## src/rtl/stopwatch_core.sv

```systemverilog
// Stopwatch counting elapsed nanoseconds with run/stop, lap freeze, clear and saturation.
// Buttons are pre-debounced levels; a one-register edge detector turns each into a rise pulse.
module stopwatch_core #(
  parameter int unsigned NS_PER_CLK = 10,
  parameter logic [38:0] MAX_NS     = 39'd549755813880
) (
  input  logic        clk_i,
  input  logic        rst_i,
  input  logic        start_stop_i,
  input  logic        lap_i,
  input  logic        clear_i,
  output logic [38:0] time_ns_o,
  output logic        running_o,
  output logic        lap_active_o,
  output logic        saturated_o
);

  typedef enum logic [1:0] {StIdle, StRun, StStop, StSat} state_e;

  localparam logic [39:0] StepW = 40'(NS_PER_CLK);
  localparam logic [39:0] MaxW  = {1'b0, MAX_NS};

  state_e      state_q, state_d;
  logic [38:0] count_q, count_d;
  logic [38:0] lap_q, lap_d;
  logic        lap_active_q, lap_active_d;
  logic        ss_prev_q, lap_prev_q, clr_prev_q;
  logic [38:0] time_q;
  logic        running_q, saturated_q;

  logic        ss_rise, lap_rise, clr_rise;
  logic [39:0] count_sum;

  assign ss_rise   = start_stop_i & ~ss_prev_q;
  assign lap_rise  = lap_i & ~lap_prev_q;
  assign clr_rise  = clear_i & ~clr_prev_q;
  // One extra bit so the saturation compare cannot wrap near 2^39.
  assign count_sum = {1'b0, count_q} + StepW;

  always_comb begin
    state_d      = state_q;
    count_d      = count_q;
    lap_d        = lap_q;
    lap_active_d = lap_active_q;

    if (clr_rise) begin
      state_d      = StIdle;
      count_d      = '0;
      lap_d        = '0;
      lap_active_d = 1'b0;
    end else if (ss_rise) begin
      // Any lap rise on this edge is dropped; the toggle edge never increments.
      case (state_q)
        StIdle, StStop: state_d = StRun;
        StRun:          state_d = StStop;
        default:        state_d = state_q;
      endcase
    end else begin
      if (state_q == StRun) begin
        if (count_sum >= MaxW) begin
          count_d = MAX_NS;
          state_d = StSat;
        end else begin
          count_d = count_sum[38:0];
        end
      end
      if (lap_rise) begin
        if (lap_active_q) begin
          lap_active_d = 1'b0;
        end else if (state_q == StRun || state_q == StStop) begin
          lap_d        = count_q;
          lap_active_d = 1'b1;
        end
      end
    end
  end

  always_ff @(posedge clk_i) begin
    // Edge-detect history tracks the levels even in reset, so a held button makes no rise.
    ss_prev_q  <= start_stop_i;
    lap_prev_q <= lap_i;
    clr_prev_q <= clear_i;
    if (rst_i) begin
      state_q      <= StIdle;
      count_q      <= '0;
      lap_q        <= '0;
      lap_active_q <= 1'b0;
      time_q       <= '0;
      running_q    <= 1'b0;
      saturated_q  <= 1'b0;
    end else begin
      state_q      <= state_d;
      count_q      <= count_d;
      lap_q        <= lap_d;
      lap_active_q <= lap_active_d;
      time_q       <= lap_active_d ? lap_d : count_d;
      running_q    <= (state_d == StRun);
      saturated_q  <= (state_d == StSat);
    end
  end

  assign time_ns_o    = time_q;
  assign running_o    = running_q;
  assign lap_active_o = lap_active_q;
  assign saturated_o  = saturated_q;

endmodule

```

## config.mk

```make
export PLATFORM = sky130hd
export DESIGN_NAME = stopwatch_core
export DESIGN_NICKNAME = d
export VERILOG_FILES = /design/src/rtl/stopwatch_core.sv
export SDC_FILE = /design/constraint.sdc
export NUM_CORES = 1
export LEC_CHECK = 0
export CAP_MARGIN = 20
export CORE_AREA = 2 2 103 125
export CTS_CLUSTER_DIAMETER = 120
export DETAILED_ROUTE_END_ITERATION = 10
export DIE_AREA = 0 0 105 127
export GPL_TIMING_DRIVEN = 0
export HOLD_SLACK_MARGIN = 0.1
export PLACE_DENSITY = 0.72
export SYNTH_ARGS = -nofsm -noshare
export SYNTH_HDL_FRONTEND = slang
export SYNTH_SLANG_ARGS = --single-unit
```

## constraint.sdc

```tcl
create_clock -name clk_i -period 2.4 [get_ports clk_i]
set_input_delay 0.6 -clock clk_i [delete_from_list [all_inputs] [get_ports clk_i]]
set_output_delay 0.6 -clock clk_i [all_outputs]
set_load 0.02 [all_outputs]
```

==> impl_metrics.toml <==
[detailed_routing]
route.vias.total = 7038
drtIter0Drc = 896
post-route-drc-count = 0
routed_wirelength_mm = 25.8
wl_per_cell_um = 24.0
drtPass1Iterations = 10
antenna_left = 0
vias_per_cell = 6.54

[floorplanning]
fp.dieW_um = 105
rows = 44
start_util_pct = 50.0
ioPinCount = 47
dieHeight_um = 127
die_area_um2 = 13300
coreArea_um2 = 12000

[clock_tree]
cts_tree = "yes"
cts.sinks = 125
numCtsBuffers = 17
cts-root-buf = "clkbuf_16"
postCtsHoldBufs = 0
clk_pin_slew_ns = 0.06
clock_latency_ns = 0.43
clk_path_buf_depth = 2
htreeDepth = 4

[global_routing]
grt_pass1_vias = 6657
grt_max_degree = 17
gr-usage-met1_pct = 44.7
met3_usage_pct = 8.01
grt_busiest_layer = "met2"
gr-total-overflow = 0
grt_use_total_pct = 37.5
antenna_found_initial = 0
globalRouteMet2Util_pct = 62.1
grt_pass1_wl_mm = 37.7

[setup_path]
crit_start = "count_q[4]"
critPathMaxFanout = 8
worstSetupStartpointType = "flop"
cp-end-kind = "flop"
cp.arrival_ns = 3.19
crit-reg2reg-launch = "count_q[4]"
path_class = "reg2reg"
required_ns = 2.76

[logic_synthesis]
syn_area_um2 = 6000
synth-seq-cells = 125
synth_compound_area_share_pct = 19.2
synth_async_sr_flop_share_pct = 0
synth_top_area_cell = "dfxtp_1"
ys_types = 64
avgSynthCellArea_um2 = 7.92
yosys_warnings = 0
syn-num-nets = 765
ys.flop_type = "dfxtp_1"
yosys.area_share.simple_pct = 29.9
synthCells = 757
synth_top_area_share_pct = 41.7
synth-xor-area-share_pct = 1.02
synth_top_family_by_area = "simple AND/OR/NAND/NOR gates"
synth.area.mux_share_pct = 2.71
synth_edf_count = 0
synth-seq-area-share_pct = 41.7
synthAdderAreaFrac_pct = 0.626
synthTopCellsByArea = "dfxtp_1, nand2_1, a21oi_1"

[timing]
setup_slack_ns = -0.433
hold_violations = 0
fin_skew_ns = 0.00772
rsz0062_at_grt = "yes"
finalMaxSlewViolations = 0
holdWs_ns = 0.374
setup_tns_ns = -16.54
period_minus_slack_ns = 2.83
fmax_mhz = 353
post-route-period-util_pct = 118
finalSetupViolCount = 68
worst_pin_slew_ns = 0.773
slew_headroom_pct = 48.5

[final_layout]
antennaDiodeCount = 0
nets = 910
final_layout_size_suffix_gt1_share_pct = 34.6
syn_to_final_growth_pct = 51.1
n_fill_cell = 883

[status]
violations = "negative setup slack"
outcome = "finished, violations left"

[placement]
io_buffers = 45
gpl.final_weighted_congestion = 1.01
dp_hpwl_mm = 16.2

[job]
maxCapViolCount = 0

[power_and_ir_drop]
ir_drop_mv = 0.499
powerDensity_nw_per_um2 = 545
swShare_pct = 25.5
p_leak_nw = 3.41
power.share.sequential_pct = 42.7
power_frac_comb_pct = 8.5
p_clk_share_pct = 48.8
power_mw = 4.94
power.switching_mw = 1.26
p_int_mw = 3.68

[hold_path]
hold_path.startpoint = "lap_i"
min_path_type = "in2reg"
## power groups by stage
| stage | registers (mW) | logic [mW] | clock network [mW] |
|---|---|---|---|
| 2_1_floorplan | 2.17 | 0.158 | 0 |
| 3_3_place_gp | 2.15 | 0.288 | 0 |
| 3_5_place_dp | 2.15 | 0.292 | 0 |
| 4_1_cts | 2.11 | 0.354 | 2.40 |
| 5_1_grt | 2.11 | 0.429 | 2.50 |
| 6_report | 2.11 | 0.419 | 2.41 |
## layout make-up
| class | count | area, µm² | share of cell area, % |
|---|---|---|---|
| Timing Repair Buffer | 135 | 1290 | 14.3 |
| Inverter | 9 | 33.8 | 0.373 |
| Tap cell | 161 | 201 | 2.22 |
| Sequential cell | 125 | 2550 | 28.1 |
| Multi-Input combinational cell | 561 | 3980 | 44.0 |
| Buffer | 53 | 459 | 5.07 |
| Clock inverter | 11 | 93.8 | 1.04 |
| Clock buffer | 21 | 450 | 4.97 |
## through the flow
| step | instance area [µm²] | worst slack (ns) | util, % | instances |
|---|---|---|---|---|
| after floorplan | 6070 | -0.0660 | - | 757 |
| after global placement | 6720 | -1.85 | 56.0 | 963 |
| after detailed placement | 6730 | -1.49 | 56.1 | 964 |
| after CTS | 8470 | -0.441 | 70.6 | 1047 |
| after global routing | 9060 | -0.556 | 75.5 | 1076 |
| final | 9060 | -0.433 | 75.5 | 1076 |
## what timing repair did
action / in CTS / in global routing
resized for setup: 191 / 95
buffers inserted: 60 / 32
gates cloned: 1 / 1
endpoints found under the setup margin: 119 / 81
pin swaps: 52 / 56
## registers in the layout, summed over array words and instances, names as in the netlist
name          cells
lap_prev_q        1
running_o         1
time_ns_o        39
state_q           2
clr_prev_q        1
lap_active_o      1
ss_prev_q         1
count_q          39
saturated_o       1
lap_q            39
## cell usage after synthesis (all sizes together), types with 13 or more instances
library cell and number:
nor4 17, nand2 114, nand4 19, nor2 69, mux2i 14, o21ai 35
a21oi 75, clkbuf 49, nor3 45, buf 13, dfxtp 125, and3 13
nand3 19
## cells in the final DEF (no fill, tap or decap), drive strengths merged, types with 3 or more instances in the layout
| master | synthesis | routed |
|---|---|---|
| and2 | 8 | 8 |
| nor3 | 45 | 45 |
| nand2 | 114 | 114 |
| xnor2 | 6 | 6 |
| buf | 13 | 103 |
| dfxtp | 125 | 125 |
| o31ai | 8 | 8 |
| o211ai | 3 | 3 |
| nor2 | 69 | 69 |
| clkinv | 0 | 5 |
| o21a | 4 | 4 |
| and3 | 13 | 13 |
| clkinvlp | 0 | 4 |
| and4 | 5 | 5 |
| o21ai | 35 | 35 |
| or3 | 9 | 9 |
| a31oi | 9 | 9 |
| nor4 | 17 | 17 |
| inv | 9 | 10 |
| nor2b | 6 | 6 |
| a211oi | 8 | 8 |
| a2111oi | 3 | 3 |
| ha | 3 | 3 |
| a311oi | 6 | 6 |
| or2 | 8 | 8 |
| nor3b | 4 | 4 |
| nand2b | 7 | 7 |
| mux2i | 14 | 14 |
| or4 | 5 | 5 |
| a21o | 4 | 4 |
| clkbuf | 49 | 61 |
| nand4 | 19 | 19 |
| a21oi | 75 | 75 |
| nand3 | 19 | 19 |
| o221ai | 7 | 7 |
| o41ai | 4 | 4 |
| clkdlybuf4s50 | 0 | 43 |
## worst paths after layout
kind / cells past startpoint / endpoint / slack [ns]
max: 12 / time_ns_o[1] / -0.43
min: 1 / lap_prev_q / 0.37
max reg2reg: 12 / time_ns_o[1] / -0.43
min reg2reg: 2 / lap_q[25] / 0.46
## routing by layer
metal	share of wire [%]	wire length, µm
met1	36	9340
met4	6.9	1770
met2	48	12400
met5	0	0
met3	9.0	2330
## critical path, cell delays in order (launching register included)
cell	delay [ns]
dfxtp_2	0.32
buf_6	0.14
nand4_4	0.20
nor4_4	0.28
buf_4	0.21
nand2_2	0.10
a21o_1	0.21
a311oi_2	0.28
nor4_4	0.09
buf_6	0.15
buf_4	0.14
or4_4	0.44
a21oi_4	0.18
## cells by family after synthesis
family                   count (synthesis)
AO/OA/AOI/OAI                          184
XOR/XNOR                                 7
adder cells (fa/ha/maj)                  3
multiplexers                            16
flip-flops                             125
buffers and inverters                   71
AND/OR/NAND/NOR                        351
(Power assumes the default switching activity.)
